File: src/rtl/pipeline_ctrl_if.sv
// -----------------------------------------------------------------------------
// pipeline_ctrl_if
// Hazard/sequencing bundle between the RV32I datapath and pipeline_ctrl.
//   master : datapath side, drives hazard status and consumes the controls.
//   slave  : controller side (pipeline_ctrl).
// Signal suffixes are relative to the controller (_i into it, _o out of it).
//   ID_rs{1,2}_addr_i/_used_i  sources read by the instruction in ID
//   EX_rd_addr_i/EX_mem_read_i destination / load flag of the instruction in EX
//   EX_branch_taken_i          redirect resolved in EX
//   IF_imem_ready_i            fetch word valid this cycle
//   MEM_dmem_req_i/_ready_i    data access in MEM / completes this cycle
//   *_we_o, *_flush_o          pipeline register load enables / bubble loads
//   dmem_timeout_o             sticky data-memory timeout flag
//   stall_cycles_o, redirect_cnt_o  performance counters (0 when disabled)
// -----------------------------------------------------------------------------
interface pipeline_ctrl_if;
    logic [4:0]  ID_rs1_addr_i;
    logic [4:0]  ID_rs2_addr_i;
    logic        ID_rs1_used_i;
    logic        ID_rs2_used_i;
    logic [4:0]  EX_rd_addr_i;
    logic        EX_mem_read_i;
    logic        EX_branch_taken_i;
    logic        IF_imem_ready_i;
    logic        MEM_dmem_req_i;
    logic        MEM_dmem_ready_i;

    logic        pc_we_o;
    logic        IF_ID_we_o;
    logic        ID_EX_we_o;
    logic        EX_MEM_we_o;
    logic        IF_ID_flush_o;
    logic        ID_EX_flush_o;
    logic        MEM_WB_flush_o;
    logic        dmem_timeout_o;
    logic [31:0] stall_cycles_o;
    logic [31:0] redirect_cnt_o;

    modport master (
        output ID_rs1_addr_i, ID_rs2_addr_i, ID_rs1_used_i, ID_rs2_used_i,
               EX_rd_addr_i, EX_mem_read_i, EX_branch_taken_i,
               IF_imem_ready_i, MEM_dmem_req_i, MEM_dmem_ready_i,
        input  pc_we_o, IF_ID_we_o, ID_EX_we_o, EX_MEM_we_o,
               IF_ID_flush_o, ID_EX_flush_o, MEM_WB_flush_o,
               dmem_timeout_o, stall_cycles_o, redirect_cnt_o
    );

    modport slave (
        input  ID_rs1_addr_i, ID_rs2_addr_i, ID_rs1_used_i, ID_rs2_used_i,
               EX_rd_addr_i, EX_mem_read_i, EX_branch_taken_i,
               IF_imem_ready_i, MEM_dmem_req_i, MEM_dmem_ready_i,
        output pc_we_o, IF_ID_we_o, ID_EX_we_o, EX_MEM_we_o,
               IF_ID_flush_o, ID_EX_flush_o, MEM_WB_flush_o,
               dmem_timeout_o, stall_cycles_o, redirect_cnt_o
    );
endinterface

File: src/rtl/pipeline_ctrl.sv
// -----------------------------------------------------------------------------
// pipeline_ctrl
// Hazard and sequencing controller for the 5-stage RV32I pipeline. Resolves
// load-use hazards, EX redirects, instruction-fetch wait and data-memory wait
// with a 3-state FSM (RUN / DWAIT / REDIR) and flags over-long data waits.
// Ports:
//   clk    rising-edge clock
//   rst_n  synchronous active-low reset; forces all enables/flushes to 0
//   bus    pipeline_ctrl_if.slave (hazard inputs, control outputs)
// Parameter:
//   DMEM_TIMEOUT  data-memory wait cycles before dmem_timeout_o sets (2..65535)
// Build option:
//   PIPE_CTRL_PERF_EN  adds stall_cycles_o / redirect_cnt_o counters;
//                      without it both read 0.
// -----------------------------------------------------------------------------
module pipeline_ctrl #(
    parameter int DMEM_TIMEOUT = 256
) (
    input  logic           clk,
    input  logic           rst_n,
    pipeline_ctrl_if.slave bus
);
    localparam int             CW  = $clog2(DMEM_TIMEOUT + 1);
    localparam logic [CW-1:0]  TMO = CW'(DMEM_TIMEOUT);

    typedef enum logic [1:0] {RUN, DWAIT, REDIR} state_t;

    state_t         state_q, state_d;
    logic [CW-1:0]  wcnt_q, wcnt_d;
    logic           timeout_q, timeout_d;

    logic load_use, dwait, redir_take;
    logic pc_we, ifid_we, idex_we, exmem_we, ifid_fl, idex_fl, memwb_fl;

    assign load_use = bus.EX_mem_read_i && (bus.EX_rd_addr_i != 5'd0) &&
                      ((bus.ID_rs1_used_i && (bus.ID_rs1_addr_i == bus.EX_rd_addr_i)) ||
                       (bus.ID_rs2_used_i && (bus.ID_rs2_addr_i == bus.EX_rd_addr_i)));
    assign dwait    = bus.MEM_dmem_req_i && !bus.MEM_dmem_ready_i;

    // A redirect is accepted whenever the RUN rules apply (RUN, or DWAIT on
    // its completion cycle) and no data wait freezes the pipe.
    assign redir_take = bus.EX_branch_taken_i && !dwait && (state_q != REDIR);

    always_comb begin
        pc_we    = 1'b1;
        ifid_we  = 1'b1;
        idex_we  = 1'b1;
        exmem_we = 1'b1;
        ifid_fl  = 1'b0;
        idex_fl  = 1'b0;
        memwb_fl = 1'b0;
        state_d  = state_q;

        if (dwait) begin
            // Freeze everything; MEM/WB gets a bubble so WB does not retire twice.
            pc_we    = 1'b0;
            ifid_we  = 1'b0;
            idex_we  = 1'b0;
            exmem_we = 1'b0;
            memwb_fl = 1'b1;
            state_d  = DWAIT;
        end else if (state_q == REDIR) begin
            // EX holds the bubble from the redirect: branch/load-use are stale.
            if (!bus.IF_imem_ready_i) begin
                pc_we   = 1'b0;
                ifid_fl = 1'b1;
                state_d = REDIR;
            end else begin
                state_d = RUN;
            end
        end else begin
            // RUN, and DWAIT on the cycle its access completes.
            state_d = RUN;
            if (bus.EX_branch_taken_i) begin
                ifid_fl = 1'b1;
                idex_fl = 1'b1;
                state_d = REDIR;
            end else if (load_use) begin
                pc_we   = 1'b0;
                ifid_we = 1'b0;
                idex_fl = 1'b1;
            end else if (!bus.IF_imem_ready_i) begin
                pc_we   = 1'b0;
                ifid_fl = 1'b1;
            end
        end

        if (!rst_n) begin
            pc_we    = 1'b0;
            ifid_we  = 1'b0;
            idex_we  = 1'b0;
            exmem_we = 1'b0;
            ifid_fl  = 1'b0;
            idex_fl  = 1'b0;
            memwb_fl = 1'b0;
        end
    end

    // Every dwait cycle counts, including the one that enters DWAIT from RUN
    // or REDIR (the counter is always 0 there since it clears on !dwait).
    always_comb begin
        wcnt_d = '0;
        if (dwait)
            wcnt_d = (wcnt_q == TMO) ? wcnt_q : wcnt_q + CW'(1);
        timeout_d = timeout_q || (wcnt_d == TMO);
    end

    always_ff @(posedge clk) begin
        if (!rst_n) begin
            state_q   <= RUN;
            wcnt_q    <= '0;
            timeout_q <= 1'b0;
        end else begin
            state_q   <= state_d;
            wcnt_q    <= wcnt_d;
            timeout_q <= timeout_d;
        end
    end

    assign bus.pc_we_o        = pc_we;
    assign bus.IF_ID_we_o     = ifid_we;
    assign bus.ID_EX_we_o     = idex_we;
    assign bus.EX_MEM_we_o    = exmem_we;
    assign bus.IF_ID_flush_o  = ifid_fl;
    assign bus.ID_EX_flush_o  = idex_fl;
    assign bus.MEM_WB_flush_o = memwb_fl;
    assign bus.dmem_timeout_o = timeout_q;

`ifdef PIPE_CTRL_PERF_EN
    logic [31:0] stall_q, redir_q;

    always_ff @(posedge clk) begin
        if (!rst_n) begin
            stall_q <= '0;
            redir_q <= '0;
        end else begin
            if (!pc_we)     stall_q <= stall_q + 32'd1;
            if (redir_take) redir_q <= redir_q + 32'd1;
        end
    end

    assign bus.stall_cycles_o = stall_q;
    assign bus.redirect_cnt_o = redir_q;
`else
    logic unused_perf;
    assign unused_perf        = redir_take;
    assign bus.stall_cycles_o = '0;
    assign bus.redirect_cnt_o = '0;
`endif

endmodule

File: src/flat_wrapper.sv
// flat-port wrapper written by rule: the top's interface ports become plain ports
module pipeline_ctrl_flat 
#(
    parameter int DMEM_TIMEOUT = 256
)
  (clk, rst_n, bus_ID_rs1_addr_i, bus_ID_rs2_addr_i, bus_ID_rs1_used_i, bus_ID_rs2_used_i, bus_EX_rd_addr_i, bus_EX_mem_read_i, bus_EX_branch_taken_i, bus_IF_imem_ready_i, bus_MEM_dmem_req_i, bus_MEM_dmem_ready_i, bus_pc_we_o, bus_IF_ID_we_o, bus_ID_EX_we_o, bus_EX_MEM_we_o, bus_IF_ID_flush_o, bus_ID_EX_flush_o, bus_MEM_WB_flush_o, bus_dmem_timeout_o, bus_stall_cycles_o, bus_redirect_cnt_o);
  pipeline_ctrl_if bus_i ();
  input  logic clk;
  input  logic rst_n;
  input wire logic [$bits(bus_i.ID_rs1_addr_i)-1:0] bus_ID_rs1_addr_i;
  input wire logic [$bits(bus_i.ID_rs2_addr_i)-1:0] bus_ID_rs2_addr_i;
  input wire logic [$bits(bus_i.ID_rs1_used_i)-1:0] bus_ID_rs1_used_i;
  input wire logic [$bits(bus_i.ID_rs2_used_i)-1:0] bus_ID_rs2_used_i;
  input wire logic [$bits(bus_i.EX_rd_addr_i)-1:0] bus_EX_rd_addr_i;
  input wire logic [$bits(bus_i.EX_mem_read_i)-1:0] bus_EX_mem_read_i;
  input wire logic [$bits(bus_i.EX_branch_taken_i)-1:0] bus_EX_branch_taken_i;
  input wire logic [$bits(bus_i.IF_imem_ready_i)-1:0] bus_IF_imem_ready_i;
  input wire logic [$bits(bus_i.MEM_dmem_req_i)-1:0] bus_MEM_dmem_req_i;
  input wire logic [$bits(bus_i.MEM_dmem_ready_i)-1:0] bus_MEM_dmem_ready_i;
  output wire logic [$bits(bus_i.pc_we_o)-1:0] bus_pc_we_o;
  output wire logic [$bits(bus_i.IF_ID_we_o)-1:0] bus_IF_ID_we_o;
  output wire logic [$bits(bus_i.ID_EX_we_o)-1:0] bus_ID_EX_we_o;
  output wire logic [$bits(bus_i.EX_MEM_we_o)-1:0] bus_EX_MEM_we_o;
  output wire logic [$bits(bus_i.IF_ID_flush_o)-1:0] bus_IF_ID_flush_o;
  output wire logic [$bits(bus_i.ID_EX_flush_o)-1:0] bus_ID_EX_flush_o;
  output wire logic [$bits(bus_i.MEM_WB_flush_o)-1:0] bus_MEM_WB_flush_o;
  output wire logic [$bits(bus_i.dmem_timeout_o)-1:0] bus_dmem_timeout_o;
  output wire logic [$bits(bus_i.stall_cycles_o)-1:0] bus_stall_cycles_o;
  output wire logic [$bits(bus_i.redirect_cnt_o)-1:0] bus_redirect_cnt_o;
  assign bus_i.ID_rs1_addr_i = bus_ID_rs1_addr_i;
  assign bus_i.ID_rs2_addr_i = bus_ID_rs2_addr_i;
  assign bus_i.ID_rs1_used_i = bus_ID_rs1_used_i;
  assign bus_i.ID_rs2_used_i = bus_ID_rs2_used_i;
  assign bus_i.EX_rd_addr_i = bus_EX_rd_addr_i;
  assign bus_i.EX_mem_read_i = bus_EX_mem_read_i;
  assign bus_i.EX_branch_taken_i = bus_EX_branch_taken_i;
  assign bus_i.IF_imem_ready_i = bus_IF_imem_ready_i;
  assign bus_i.MEM_dmem_req_i = bus_MEM_dmem_req_i;
  assign bus_i.MEM_dmem_ready_i = bus_MEM_dmem_ready_i;
  assign bus_pc_we_o = bus_i.pc_we_o;
  assign bus_IF_ID_we_o = bus_i.IF_ID_we_o;
  assign bus_ID_EX_we_o = bus_i.ID_EX_we_o;
  assign bus_EX_MEM_we_o = bus_i.EX_MEM_we_o;
  assign bus_IF_ID_flush_o = bus_i.IF_ID_flush_o;
  assign bus_ID_EX_flush_o = bus_i.ID_EX_flush_o;
  assign bus_MEM_WB_flush_o = bus_i.MEM_WB_flush_o;
  assign bus_dmem_timeout_o = bus_i.dmem_timeout_o;
  assign bus_stall_cycles_o = bus_i.stall_cycles_o;
  assign bus_redirect_cnt_o = bus_i.redirect_cnt_o;
  pipeline_ctrl #(.DMEM_TIMEOUT(DMEM_TIMEOUT)) u_core (.clk(clk), .rst_n(rst_n), .bus(bus_i));
endmodule
File: config.mk
export PLATFORM = sky130hd
export DESIGN_NAME = pipeline_ctrl_flat
export DESIGN_NICKNAME = d
export VERILOG_FILES = /design/src/rtl/pipeline_ctrl_if.sv /design/src/rtl/pipeline_ctrl.sv /design/src/flat_wrapper.sv
export SDC_FILE = /design/constraint.sdc
export NUM_CORES = 1
export LEC_CHECK = 0
export BUFFER_PORTS_ARGS = -buffer_cell sky130_fd_sc_hd__buf_2
export CAP_MARGIN = 40
export CORE_MARGIN = 2
export CORE_UTILIZATION = 41
export CTS_CLUSTER_SIZE = 40
export DETAILED_ROUTE_END_ITERATION = 10
export PLACE_DENSITY_LB_ADDON = 0.15
export SYNTH_ARGS = -nofsm -noshare
export SYNTH_HDL_FRONTEND = slang
export SYNTH_SLANG_ARGS = --single-unit
File: constraint.sdc
create_clock -name clk -period 1.7 [get_ports clk]
set_input_delay 0.255 -clock clk [delete_from_list [all_inputs] [get_ports clk]]
set_output_delay 0.255 -clock clk [all_outputs]
set_load 0.02 [all_outputs]
==> results.md <==
- After the last flow step, the layout net total stands at 232.
- The category of the worst setup path capture point is an output port.
- The signal on the critical path passes through buf_8, or4_4, o21ai_4, a211oi_2, a211oi_1, buf_2.
- The hold-fix buffer count after cts is 0.
- The first global-routing pass estimated 3.14 mm of wire.
- Grouping stages by cell kind, the critical path spends the most delay in simple AND/OR/NAND/NOR gates.
- For this run, design rule violations remaining after detail routing come to 0.
- The DRC violation total after the first TritonRoute iteration is 15.
- TritonCTS built the clock tree.
- The final number of hold-violating endpoints is 0.
- The clock arrives with slightly below 2 ps of skew.
- In this run the cell area of the synthesized design comes to 1360 sq um.
- The max-slew violation count came to 0.
- In the final routed layout, each cell accounts on average for 9.51 um.
- VDD sags by at most 0.271 mV.
- Power comes to 0.729 mW.
- The die area is between 3000 and 4000 sq um.
- Setup violations remaining at the end of the flow were counted as 4.
- In this design, the stage delay of the slowest critical-path cell is ~550 ps.
- The number of primary I/O pins is 96.
- The highest net fanout along the worst path is 3.
- The floorplan step set the die height to between 60 and 70 um.
- The number of flops mapped to enable cells by yosys is 0.
- The checks that failed: negative setup slack.
- The count of port buffers added during placement is 31.
- The final non-filler cell total is about 250.
- The area growth from synthesis to layout is 5.05%.
- The via count of the first global-routing pass is 785.
- The arrival time at the worst endpoint is around 1600 ps.
- The setup slack of the critical path after layout is -145 ps.
- The maximum clock rate is 542 MHz.
- The share of total power dissipated in combinational logic is 0.373.
- For this run, the register share of the synthesized area comes to 0.176.
- In this run the power spent charging and discharging nets is 0.289 mW.
- Summed over all layers, the global routing overflow is 0.
- The number of inserted filler cells in the final layout is 322.
- Counting I/O delays and the setup requirement, the final critical path takes 1850 ps.
- The count of nets left with antenna violations after detail routing is 0.
- The total track usage is 0.112.
- The flow ran to the end, but the final reports show violations.
- In the synthesized netlist the dominant register cell turns out to be sky130_fd_sc_hd__dfxtp_1.
- The cell type of the slowest stage on the worst timing path is sky130_fd_sc_hd__or4_4.
- The clock-pin slew of the registers on the worst-case setup and hold paths is around 70 ps.
- The tool flagged a number of max-cap violations equal to 0.
- The share of total power dissipated in the clock network is 0.233.
- After synthesis the netlist holds a flip-flop and latch count of 12.
- The clock passes through at most 2 buffers.
- The half-perimeter wire length of the detailed placement result is 1.92 mm.
- The portion of total power attributed to sequential cells is 0.395.
- The library cells used most frequently in the layout, excluding fill and tap cells, are 64 x sky130_fd_sc_hd__conb_1, 27 x sky130_fd_sc_hd__buf_2, 12 x sky130_fd_sc_hd__dfxtp_1.
- The number of distinct library cells after synthesis is 40.
- The critical setup path kind is in2out.
- Synthesis handed over a netlist of 168 instances.
- The class of the tightest hold or removal check is in2reg.
- After synthesis, the share of flip-flops with an asynchronous set or reset is 0.
- For this design the ratio of total power to cell area is 509 nW/um^2.
- The number of buffers created by CTS is 3.
- The fraction of layout cells with a size suffix above 1 is 0.275.
- The required time reported for the critical path endpoint is 1440 ps.
- The core region is 3100 sq um.
- The number of placed instances, taps included, is 245.
- Clock tree synthesis found a total of 12 sinks.
- Setup repair after global routing could not meet its margin everywhere.
- The library cell used most frequently in the layout, excluding fill and tap cells, is sky130_fd_sc_hd__conb_1.
- Hold is met by 238 ps.
- The count of warnings emitted by yosys is 0.
- The overall routed net length is 2.36 mm.
- The master cell of the clock root buffer is sky130_fd_sc_hd__clkbuf_4.
- The H-tree depth is 1.
- Entering global routing, the biggest net connects 11 pins.
- The internal power of the cells totals about 0.44 mW.
- The average instance in the mapped netlist occupies 8.12 sq um.
- The vias per cell is 4.04.
- Dividing the final minimum period by the clock period gives 1.09.
- The number of antenna diodes in the final layout is 0.
- The number of buffers inserted to repair setup after CTS is 0.
- The placer's final routability congestion estimate is around 0.80.
- The total iterations of the first detailed-routing run is 4.
- The critical path contains buffers and inverters numbering 2 combined.
- The floorplan has 20 rows.
- The fraction of power spent switching nets is 0.397.
- The die is 61.7 um wide.
- The detailed router placed roughly 1000 vias in this run.
- The standby leakage power is between 0.6 and 0.7 nW.
- The initial utilization of the core area, before any placement, comes to 0.440.
- The number of antenna violations at the first check in global routing is 0.
- The clock reaches the later pin of the worst-skew pair after 270 ps.
- The worst setup path is launched from an input port.
==> logic make-up (layout without fill, tap and decap cells) <==
| logic type | count (synthesis) | count (layout) | share of synthesized area |
|---|---|---|---|
| fa+ha+maj | 2 | 2 | 0.0183 |
| other cells | 1 | 64 | 0.00275 |
| mux | 1 | 1 | 0.00826 |
| xor+xnor | 17 | 17 | 0.109 |
| compound gates | 21 | 21 | 0.116 |
| flops | 12 | 12 | 0.176 |
| simple gates | 40 | 40 | 0.176 |
| buf+inv | 74 | 47 | 0.394 |
==> power groups by stage <==
stage          registers (mW)  logic (mW)  clock network [mW]
2_1_floorplan           0.294       0.303                   0
3_3_place_gp            0.293       0.250                   0
3_5_place_dp            0.293       0.251                   0
4_1_cts                 0.286       0.260               0.179
5_1_grt                 0.288       0.295               0.190
6_report                0.288       0.271               0.170
==> area by class of cell <==
type                            count  area, sq um  share of cell area
Clock buffer                        3         22.5              0.0157
Inverter                            6         22.5              0.0157
Multi-Input combinational cell    145          848               0.592
Sequential cell                    12          240               0.168
Tap cell                           44         55.1              0.0384
Timing Repair Buffer               38          244               0.170
==> synth_stat cells, drive strengths merged, types with 3 or more instances <==
library cell,instances,area (sq um)
buf,68,514
dfxtp,12,240
nor2,11,41.3
nand2,9,36.3
xor2,9,78.8
xnor2,8,70.1
inv,6,22.5
nand3,5,30.0
o21ai,5,25.0
a21oi,4,23.8
a211oi,3,27.5
==> worst register-to-register path: cells and delay by family (launching register included) <==
family | cells | cell delay (ps)
simple gates | 2 | 490
compound gates | 3 | 410
fa+ha+maj | 1 | 190
flops | 1 | 340
==> registers in the layout (all words and copies together) (netlist names) <==
signal	flops
u_core.bus.dmem_timeout_o	1
u_core.state_q	2
u_core.wcnt_q	9
==> per-stage QoR <==
stage          TNS [ps]  setup WS (ps)  instance area, sq um   util
6_report           -339           -145                  1430  0.462
3_3_place_gp       -318           -103                  1350  0.435
3_5_place_dp       -553           -186                  1350  0.435
4_1_cts            -277          -86.3                  1410  0.453
5_1_grt            -529           -193                  1430  0.462
2_1_floorplan      -266           -133                  1600      -
==> repair_timing <==
item | in CTS | in global routing
gates cloned | 0 | 0
pin swaps | 9 | 6
gates resized for setup | 8 | 6
setup endpoints to repair | 4 | 4
==> path summary, 6_finish.rpt <==
check,start,end,slack (ps),cells after the start
worst max register to register,u_core.wcnt_q[0],u_core.bus.dmem_timeout_o,200,6
worst min register to register,u_core.bus.dmem_timeout_o,u_core.bus.dmem_timeout_o,450,2
worst min-delay path,rst_n,u_core.bus.dmem_timeout_o,240,3
worst max-delay path,bus_EX_rd_addr_i[4],bus_IF_ID_flush_o,-150,6
==> layer usage <==
layer / vias up / wire [um] / GRT usage
li1: 501 / - / -
met1: 447 / 871 / 0.118
met2: 51 / 1260 / 0.214
met3: 2 / 219 / 0.0378
met4: 0 / 8 / 0.0274
met5: - / 0 / 0
Note: power is estimated with default switching activity, not from simulation.
